$ cat config.mk
export PLATFORM = sky130hd
export DESIGN_NAME = nx_stream_decoder
export DESIGN_NICKNAME = d
export VERILOG_FILES = /design/src/rtl/nx_stream_decoder.sv
export SDC_FILE = /design/constraint.sdc
export NUM_CORES = 1
export LEC_CHECK = 0
export BUFFER_PORTS_ARGS = -buffer_cell sky130_fd_sc_hd__buf_2
export CORE_MARGIN = 2
export CORE_UTILIZATION = 60
export CTS_BUF_LIST = sky130_fd_sc_hd__clkbuf_16
export CTS_CLUSTER_DIAMETER = 40
export DETAILED_ROUTE_END_ITERATION = 10
export HOLD_SLACK_MARGIN = 0.02
export MAX_ROUTING_LAYER = met4
export PLACE_DENSITY = 0.9
export SLEW_MARGIN = 10
export SYNTH_ARGS = -nofsm -noshare
export SYNTH_HDL_FRONTEND = slang
export SYNTH_SLANG_ARGS = --single-unit
$ cat constraint.sdc
create_clock -name clk_i -period 7.83 [get_ports clk_i]
set_input_delay 0.783 -clock clk_i [delete_from_list [all_inputs] [get_ports clk_i]]
set_output_delay 0.783 -clock clk_i [all_outputs]
set_load 0.01 [all_outputs]
$ cat src/rtl/nx_stream_decoder.sv
// Steers an arbitrated message stream to local or one of four mesh links (row first, then column),
// with a 1-entry holding stage and a 2-entry FIFO per destination. Optional NX_DECODER_STATS_EN adds push counters.
module nx_stream_decoder #(
  parameter int STREAM_WIDTH = 32,
  parameter int ADDR_W       = 4
) (
  input  logic                    clk_i,
  input  logic                    rst_ni,
  input  logic [ADDR_W-1:0]       node_row_i,
  input  logic [ADDR_W-1:0]       node_col_i,
  input  logic [STREAM_WIDTH-1:0] in_data_i,
  input  logic [1:0]              in_dir_i,
  input  logic                    in_valid_i,
  output logic                    in_ready_o,
  output logic [STREAM_WIDTH-1:0] north_data_o,
  output logic                    north_valid_o,
  input  logic                    north_ready_i,
  output logic [STREAM_WIDTH-1:0] east_data_o,
  output logic                    east_valid_o,
  input  logic                    east_ready_i,
  output logic [STREAM_WIDTH-1:0] south_data_o,
  output logic                    south_valid_o,
  input  logic                    south_ready_i,
  output logic [STREAM_WIDTH-1:0] west_data_o,
  output logic                    west_valid_o,
  input  logic                    west_ready_i,
  output logic [STREAM_WIDTH-1:0] local_data_o,
  output logic                    local_valid_o,
  input  logic                    local_ready_i,
  output logic                    bounce_o,
  input  logic [2:0]              stat_sel_i,
  output logic [15:0]             stat_count_o
);

  // Destination index doubles as the arrival-direction code for N/E/S/W.
  localparam logic [2:0] DEST_N = 3'd0;
  localparam logic [2:0] DEST_E = 3'd1;
  localparam logic [2:0] DEST_S = 3'd2;
  localparam logic [2:0] DEST_W = 3'd3;
  localparam logic [2:0] DEST_L = 3'd4;
  localparam int         NDEST  = 5;

  // Handshake: a transfer happens on a rising clk_i edge where valid and ready are both high;
  // valid never depends on ready, and data is held stable while valid is high and ready is low.

  logic [STREAM_WIDTH-1:0] hold_data;
  logic [1:0]              hold_dir;
  logic                    hold_valid;

  logic [ADDR_W-1:0]       tgt_row;
  logic [ADDR_W-1:0]       tgt_col;
  logic [2:0]              dest;
  logic [NDEST-1:0]        dest_oh;
  logic [NDEST-1:0]        fifo_full;
  logic [NDEST-1:0]        push_oh;
  logic                    push;
  logic                    accept;
  logic                    bounce_q;

  logic [1:0]              fifo_cnt [NDEST];
  logic                    fifo_wp  [NDEST];
  logic                    fifo_rp  [NDEST];
  logic [STREAM_WIDTH-1:0] fifo_mem [NDEST][2];
  logic [NDEST-1:0]        out_valid;
  logic [NDEST-1:0]        out_ready;
  logic [NDEST-1:0]        pop;
  logic [STREAM_WIDTH-1:0] head     [NDEST];

  assign tgt_row = hold_data[STREAM_WIDTH-1 -: ADDR_W];
  assign tgt_col = hold_data[STREAM_WIDTH-1-ADDR_W -: ADDR_W];

  always_comb begin
    dest = DEST_L;
    if (tgt_row < node_row_i) begin
      dest = DEST_N;
    end else if (tgt_row > node_row_i) begin
      dest = DEST_S;
    end else if (tgt_col < node_col_i) begin
      dest = DEST_W;
    end else if (tgt_col > node_col_i) begin
      dest = DEST_E;
    end
  end

  always_comb begin
    dest_oh   = '0;
    fifo_full = '0;
    for (int d = 0; d < NDEST; d++) begin
      dest_oh[d]   = (dest == 3'(d));
      fifo_full[d] = (fifo_cnt[d] == 2'd2);
    end
  end

  // Space is judged on the registered count only, so a same-cycle pop never lets a push through.
  assign push       = hold_valid && |(dest_oh & ~fifo_full);
  assign push_oh    = dest_oh & {NDEST{push}};
  assign in_ready_o = !hold_valid || push;
  assign accept     = in_valid_i && in_ready_o;

  always_ff @(posedge clk_i or negedge rst_ni) begin
    if (!rst_ni) begin
      hold_valid <= 1'b0;
      hold_data  <= '0;
      hold_dir   <= 2'd0;
    end else if (accept) begin
      hold_valid <= 1'b1;
      hold_data  <= in_data_i;
      hold_dir   <= in_dir_i;
    end else if (push) begin
      hold_valid <= 1'b0;
    end
  end

  always_ff @(posedge clk_i or negedge rst_ni) begin
    if (!rst_ni) begin
      bounce_q <= 1'b0;
    end else begin
      bounce_q <= push && (dest == {1'b0, hold_dir});
    end
  end

  assign bounce_o = bounce_q;

  assign out_ready = {local_ready_i, west_ready_i, south_ready_i, east_ready_i, north_ready_i};
  assign pop       = out_valid & out_ready;

  always_ff @(posedge clk_i or negedge rst_ni) begin
    if (!rst_ni) begin
      for (int d = 0; d < NDEST; d++) begin
        fifo_cnt[d] <= 2'd0;
        fifo_wp[d]  <= 1'b0;
        fifo_rp[d]  <= 1'b0;
      end
    end else begin
      for (int d = 0; d < NDEST; d++) begin
        if (push_oh[d]) begin
          fifo_wp[d] <= ~fifo_wp[d];
        end
        if (pop[d]) begin
          fifo_rp[d] <= ~fifo_rp[d];
        end
        case ({push_oh[d], pop[d]})
          2'b10:   fifo_cnt[d] <= fifo_cnt[d] + 2'd1;
          2'b01:   fifo_cnt[d] <= fifo_cnt[d] - 2'd1;
          default: fifo_cnt[d] <= fifo_cnt[d];
        endcase
      end
    end
  end

  // Storage needs no reset: an entry is only visible once its count says so.
  always_ff @(posedge clk_i) begin
    for (int d = 0; d < NDEST; d++) begin
      if (push_oh[d]) begin
        fifo_mem[d][fifo_wp[d]] <= hold_data;
      end
    end
  end

  always_comb begin
    out_valid = '0;
    for (int d = 0; d < NDEST; d++) begin
      out_valid[d] = (fifo_cnt[d] != 2'd0);
      head[d]      = fifo_mem[d][fifo_rp[d]];
    end
  end

  assign north_valid_o = out_valid[DEST_N];
  assign east_valid_o  = out_valid[DEST_E];
  assign south_valid_o = out_valid[DEST_S];
  assign west_valid_o  = out_valid[DEST_W];
  assign local_valid_o = out_valid[DEST_L];
  assign north_data_o  = head[DEST_N];
  assign east_data_o   = head[DEST_E];
  assign south_data_o  = head[DEST_S];
  assign west_data_o   = head[DEST_W];
  assign local_data_o  = head[DEST_L];

`ifdef NX_DECODER_STATS_EN
  logic [15:0] stat_cnt [NDEST];

  always_ff @(posedge clk_i or negedge rst_ni) begin
    if (!rst_ni) begin
      for (int d = 0; d < NDEST; d++) begin
        stat_cnt[d] <= 16'd0;
      end
    end else begin
      for (int d = 0; d < NDEST; d++) begin
        if (push_oh[d] && (stat_cnt[d] != 16'hFFFF)) begin
          stat_cnt[d] <= stat_cnt[d] + 16'd1;
        end
      end
    end
  end

  always_comb begin
    stat_count_o = 16'd0;
    case (stat_sel_i)
      3'd0:    stat_count_o = stat_cnt[0];
      3'd1:    stat_count_o = stat_cnt[1];
      3'd2:    stat_count_o = stat_cnt[2];
      3'd3:    stat_count_o = stat_cnt[3];
      3'd4:    stat_count_o = stat_cnt[4];
      default: stat_count_o = 16'd0;
    endcase
  end
`else
  logic unused_stat_sel;
  assign unused_stat_sel = ^stat_sel_i;
  assign stat_count_o    = 16'd0;
`endif

endmodule
==> out/metrics.csv, run 1 <==
metric;value;unit
power.leakage;6.269;nW
grt_max_degree;57;
grt_first_pass_wirelength;42.47;mm
critPathArrivalTime;3.04;ns
die_h;158.4;microns
dp_hpwl;17.27;mm
async_flop_share;14.89;%
pwr_density_cell;405.6;nW/um^2
critPathKind;reg2out;
track_usage;24.08;%
ys_warn_count;0;
ff2ff_path_depth;8;
portBuffers;216;
grt_pass1_vias;7400;
routed_wl;29.77;mm
fillCellCount;1394;
wl_per_cell;22.54;microns
end_kind;output pin;
grt-ovfl-total;0;
period_share;48.80;%
fp.coreArea;23470;sq um
htreeDepth;2;
layout_common_cells;edfxtp_1, buf_2, mux2_2, dfrtp_1, clkbuf_16;
synth_top_area_share;67.17;%
syn_area_per_cell;19.46;sq um
yosysTopAreaCell;edfxtp_1;
seq_area;11020;sq um
area_growth;18.60;%
numCtsBuffers;39;
fin_crit;3.821;ns
multi_input_area;3133;sq um
drt_iter0_drc;418;
irDropWorstVdd;0.4608;mV
mappedNetlistArea;14310;sq um
seq_area_frac_synth;76.96;%
path_cells;ha_1 -> nor2b_1 -> o211ai_1 -> a21boi_0 -> a221o_1 -> or3_1 -> buf_2;
totalPowerFinal;6.883;mW
max_freq;261.7;MHz
rsz0062_at_grt;no;
dr.pass1.iters;5;
via_count;7350;
fin_area;16970;sq um
nets;1038;
clock-sinks;376;
die_x;158.4;microns
cts_setup_buffers;0;
skew;0.01087;ns
initial_core_util;60.95;%
cp-start-kind;flip-flop;
finalHoldViolations;0;
r2r-end;fifo_mem[0][117];
root_buffer;clkbuf_16;
cp_max_fo;12;
syn_inst;735;
drive_above_1_share;48.95;%
ant_nets;0;
synth.distinct_cells;36;
path_delay_family;compound AO/OA/AOI/OAI gates;
critical_path_required;7.05;ns
dieArea;25100;sq um
final_common_cell;edfxtp_1;
placed_area;15710;sq um
setup_viol;0;
cts_resized;0;
cts_buffer_depth;3;
antenna_found_initial;1;
slew_violations;0;
synth_edf_count;320;
status;finished clean;
crit_buf_inv;1;
slowest_delay;0.64;ns
drc;0;
timing.rr.start;hold_data[24];
ctsHoldBuffers;0;
slew-limit-headroom;15.17;%
cts.clk_slew.worst_paths;0.06;ns
ios;236;
synth_seq_cells;376;
cts_tree;yes;
regToRegSetupSlack;4.12;ns
viasPerCell;5.564;
cpMaxStageDelayCell;dfrtp_1;
core.rowCount;56;
clk_latency;0.51;ns
drv_cap;0;
setup_tns;0;ns
worst_pin_slew;1.269;ns
ys.flop_type;edfxtp_1;
place.gp.congestion;0.8486;
hold_path.class;in2async;
yosys-top-cells-area;edfxtp_1, mux2_2, dfrtp_1;
-- kinds of logic after synthesis --
logic type | Yosys count | share of synthesized area, %
DFF | 376 | 76.96
muxes | 197 | 15.49
and+or+nand+nor | 54 | 2.055
buffers and inverters | 53 | 1.968
xor gates and xnor gates | 25 | 1.531
AOI/OAI and AO/OA | 16 | 0.8309
adders and majority gates | 13 | 1.137
other | 1 | 0.02621
-- synth_stat cells (all sizes together), types with 2 or more instances --
master,instances
a21oi,3
and2,7
and3,2
buf,19
clkbuf,20
dfrtp,56
edfxtp,320
ha,13
inv,14
mux2,195
mux2i,2
nand2,4
nand2b,7
nand4,3
nor2,19
nor2b,2
o211ai,3
o21ai,3
or2,5
xnor2,15
xor2,10
-- worst register-to-register path, delay by kind of cell, from the launching register on --
family	cells	cell delay [ns]
buffers and inverters	1	0.11
adder cells (fa/ha/maj)	1	0.32
flip-flops	1	0.60
AND/OR/NAND/NOR	2	1.16
AO/OA/AOI/OAI	3	0.83
multiplexers	1	0.29
-- report_power, final --
group / internal [mW] / switching, mW
registers: 2.85 / 0.584
logic: 0.840 / 0.832
clock network: 1.05 / 0.723
-- final cells by class --
class                           count  area share [%]
Antenna cell                        1         0.01475
Clock buffer                       41           6.047
Clock inverter                     29           1.335
Inverter                           14          0.3097
Multi-Input combinational cell    321           18.46
Sequential cell                   376           64.93
Tap cell                          319           2.352
Timing Repair Buffer              220           6.548
-- stage by stage --
stage	hold slack [ns]	util, %	cells	setup slack (ns)
after floorplan	0.4566	-	750	3.938
after global placement	0.4736	66.94	1250	3.974
after detailed placement	0.4725	66.94	1250	3.889
after CTS	0.4794	72.28	1320	3.971
after global routing	0.4924	72.29	1321	3.871
final	0.4443	72.29	1321	4.009
-- routing by layer --
layer	vias to the layer above	GRT usage, %	wire length [microns]
met4	0	8.194	722
met2	336	40.06	15190
met3	52	4.845	2124
met5	-	-	0
met1	3715	29.95	11730
li1	3247	-	-
-- how the worst max path moves through the flow --
stage	from	slack, ns	endpoint	cells past startpoint
2_1_floorplan	node_row_i[3]	3.94	fifo_mem[0][100]	8
3_3_place_gp	node_row_i[3]	3.97	fifo_mem[0][76]	9
3_5_place_dp	node_col_i[3]	3.89	fifo_mem[0][108]	9
4_1_cts	hold_data[29]	3.97	in_ready_o	7
5_1_grt	hold_data[29]	3.87	in_ready_o	7
6_report	hold_data[29]	4.01	in_ready_o	7
-- state kept, by name (all words and copies together) (netlist names) --
name,cells
fifo_mem,320
bounce_o,1
hold_dir,2
fifo_cnt,10
hold_data,32
fifo_wp,5
fifo_rp,5
hold_valid,1
No activity file was read; power rests on OpenSTA's default activity.
==> run 2: changes to the inputs <==
CORE_UTILIZATION = 56   (was 60)
PLACE_DENSITY = 0.85   (was 0.9)
clock period = 3.9 ns   (was 7.83 ns; I/O delays follow)
==> run 2 against run 1 <==
Net effect: sequential share of layout area fell by 1.3 points; non-clock buffer count rose by 14; final area rose by 2.0%; first-iteration DRC count rose by 26%; cell count rose by 2.5%; global-route usage fell by 0.93 points; clock power rose by 120%; die area rose by 7.0%; via count rose by 1.1%; clock-buffer cell count rose by 4; combinational power rose by 110%; worst setup slack got worse by 3.5 ns; critical path type unchanged; critical endpoint unchanged.
==> out/metrics.csv, run 2 (synthesized netlist as in run 1, its figures left out) <==
metric;value;unit;change
swShare;30.77;%;-0.31 points
intPower;9.899;mW;+110%
power.leakage;6.437;nW;+2.7%
wl_per_cell;22.37;microns;-0.75%
cp_max_fo;12;;unchanged
worst_pin_slew;1.070;ns;-0.1989 ns
cp-start-kind;flip-flop;;
routed_wl;30.28;mm;+1.7%
fin_util;68.96;%;-3.3 points
p_comb_share;24.2;%;about the same
htreeDepth;2;;unchanged
nets;1056;;+1.7%
place.gp.congestion;0.8168;;-3.7%
track_usage;23.15;%;-0.93 points
drt_iter0_drc;525;;+26%
ant_nets;0;;unchanged
cpMaxStageDelayCell;dfrtp_1;;
path_delay_family;simple AND/OR/NAND/NOR gates;;
fp.coreArea;25110;sq um;+7.0%
clkPwrFrac;27.6;%;+1.8 points
rsz0062_at_grt;no;;
grt-ovfl-total;0;;unchanged
fin_crit;3.390;ns;
fillCellCount;1601;;+15%
portBuffers;216;;unchanged
multi_input_area;3133;sq um;unchanged
die_x;163.8;microns;+3.4%
root_buffer;clkbuf_16;;
clk_latency;0.53;ns;+0.02 ns
slowest_delay;0.53;ns;-0.11 ns
end_kind;output pin;;
dieArea;26840;sq um;+7.0%
viasPerCell;5.490;;-1.3%
seq_area;11020;sq um;unchanged
regToRegSetupSlack;0.55;ns;-3.57 ns
timing.rr.start;hold_data[28];;
cts_resized;0;;unchanged
critPathKind;reg2out;;
status;finished clean;;
slew-limit-headroom;28.64;%;+13 points
die_h;163.8;microns;+3.4%
setup_viol;0;;unchanged
max_freq;295.0;MHz;
dp_hpwl;18.62;mm;+7.8%
pwr_density_cell;825.9;nW/um^2;+100%
cts.clk_slew.worst_paths;0.06;ns;about the same
drv_cap;0;;unchanged
grt_max_degree;43;;-25%
critical_path_required;3.51;ns;-3.54 ns
largest_reg_flops;320;;unchanged
layout_common_cells;edfxtp_1, buf_2, mux2_2, dfrtp_1, clkbuf_16;;
final_common_cell;edfxtp_1;;
hold_path.class;in2async;;
ff2ff_path_depth;9;;+1
clock-sinks;376;;unchanged
cts_buffer_depth;3;;unchanged
antenna_cells;0;;-1
ctsHoldBuffers;0;;unchanged
cts_setup_buffers;0;;unchanged
ios;236;;unchanged
grt_pass1_vias;7589;;+2.6%
antenna_found_initial;0;;-1
core.rowCount;58;;+3.6%
path_cells;ha_1 -> nand2_1 -> a21oi_1 -> and4b_1 -> a221o_1 -> or3_1 -> buf_2;;
setup_tns;0;ns;unchanged
cp.depth;7;;unchanged
via_count;7433;;+1.1%
critPathLaunch;hold_data[27];;
p_seq_share;48.1;%;-1.8 points
slew_violations;0;;unchanged
switchingPower;4.401;mW;+110%
cts_tree;yes;;
r2r-end;fifo_mem[0][33];;
skew;0.01514;ns;+0.004269 ns
endpoint;in_ready_o;;
initial_core_util;56.98;%;-4.0 points
dr.pass1.iters;5;;unchanged
timing.hold.ws;0.05062;ns;-0.3937 ns
critPathArrivalTime;3.00;ns;-0.04 ns
grt_first_pass_wirelength;43.95;mm;+3.5%
drive_above_1_share;50.29;%;+1.3 points
finalHoldViolations;0;;unchanged
area_growth;21.02;%;
irDropWorstVdd;0.5119;mV;+11%
numCtsBuffers;43;;+10%
period_share;86.93;%;
drc;0;;unchanged
crit_buf_inv;1;;unchanged
run 2: cell count changes in the layout (fill, tap and decap cells not counted), sizes merged:
cell      previous run  this run
buf                220       234
bufinv               3         5
clkbuf              41        45
clkinv              16        17
clkinvlp             2         5
diode                1         0
inv                 22        21
run 2: how the worst min path moves through the flow:
stage	start	endpoint	slack (ns)	depth (start not counted)
2_1_floorplan	rst_ni	bounce_o	0.09	0
3_3_place_gp	fifo_cnt[5]	fifo_cnt[5]	0.47	1
3_5_place_dp	fifo_cnt[9]	fifo_cnt[9]	0.48	1
4_1_cts	in_data_i[25]	hold_data[25]	0.07	2
5_1_grt	in_data_i[30]	hold_data[30]	0.08	2
6_report	rst_ni	hold_data[28]	0.05	1
run 2: layout make-up:
type | instances | share of cell area [%]
Timing Repair Buffer | 234 | 7.313
Clock inverter | 34 | 1.770
Clock buffer | 45 | 6.504
Inverter | 14 | 0.3035
Tap cell | 330 | 2.385
Multi-Input combinational cell | 321 | 18.10
Sequential cell | 376 | 63.63
run 2: metal layers:
layer / vias up / global-route usage [%] / share of wire (%)
met1: 3804 / 30.53 / 42
met5: - / - / 0
met4: 0 / 6.579 / 2.1
li1: 3274 / - / -
met2: 305 / 37.26 / 49
met3: 50 / 4.495 / 7.4
run 2: power groups by stage:
stage                     clock, mW  sequential [mW]  combinational (mW)
after floorplan                   0             6.23                2.53
after global placement            0             6.85                3.39
after detailed placement          0             6.97                3.46
after CTS                      4.00             6.90                3.50
after global routing           4.18             7.04                3.70
final                          3.95             6.89                3.47
run 2: through the flow:
stage | setup slack [ns] | total power, mW | area [sq um] | instances
2_1_floorplan | 0.3464 | 8.759 | 14360 | 750
3_3_place_gp | 0.7256 | 10.24 | 15880 | 1275
3_5_place_dp | 0.6361 | 10.43 | 15880 | 1275
4_1_cts | 0.5176 | 14.40 | 17310 | 1354
5_1_grt | 0.3161 | 14.92 | 17310 | 1354
6_report | 0.5097 | 14.30 | 17310 | 1354
run 2: worst register-to-register path, stage by stage, from the launching register on:
cell and delay, ns:
dfrtp_1 0.57, inv_1 0.10, ha_1 0.29, nand4_1 0.11, nor2_1 0.35, o211ai_1 0.18
a31oi_1 0.40, nand2_1 0.24, nor2_4 0.51, buf_12 0.27
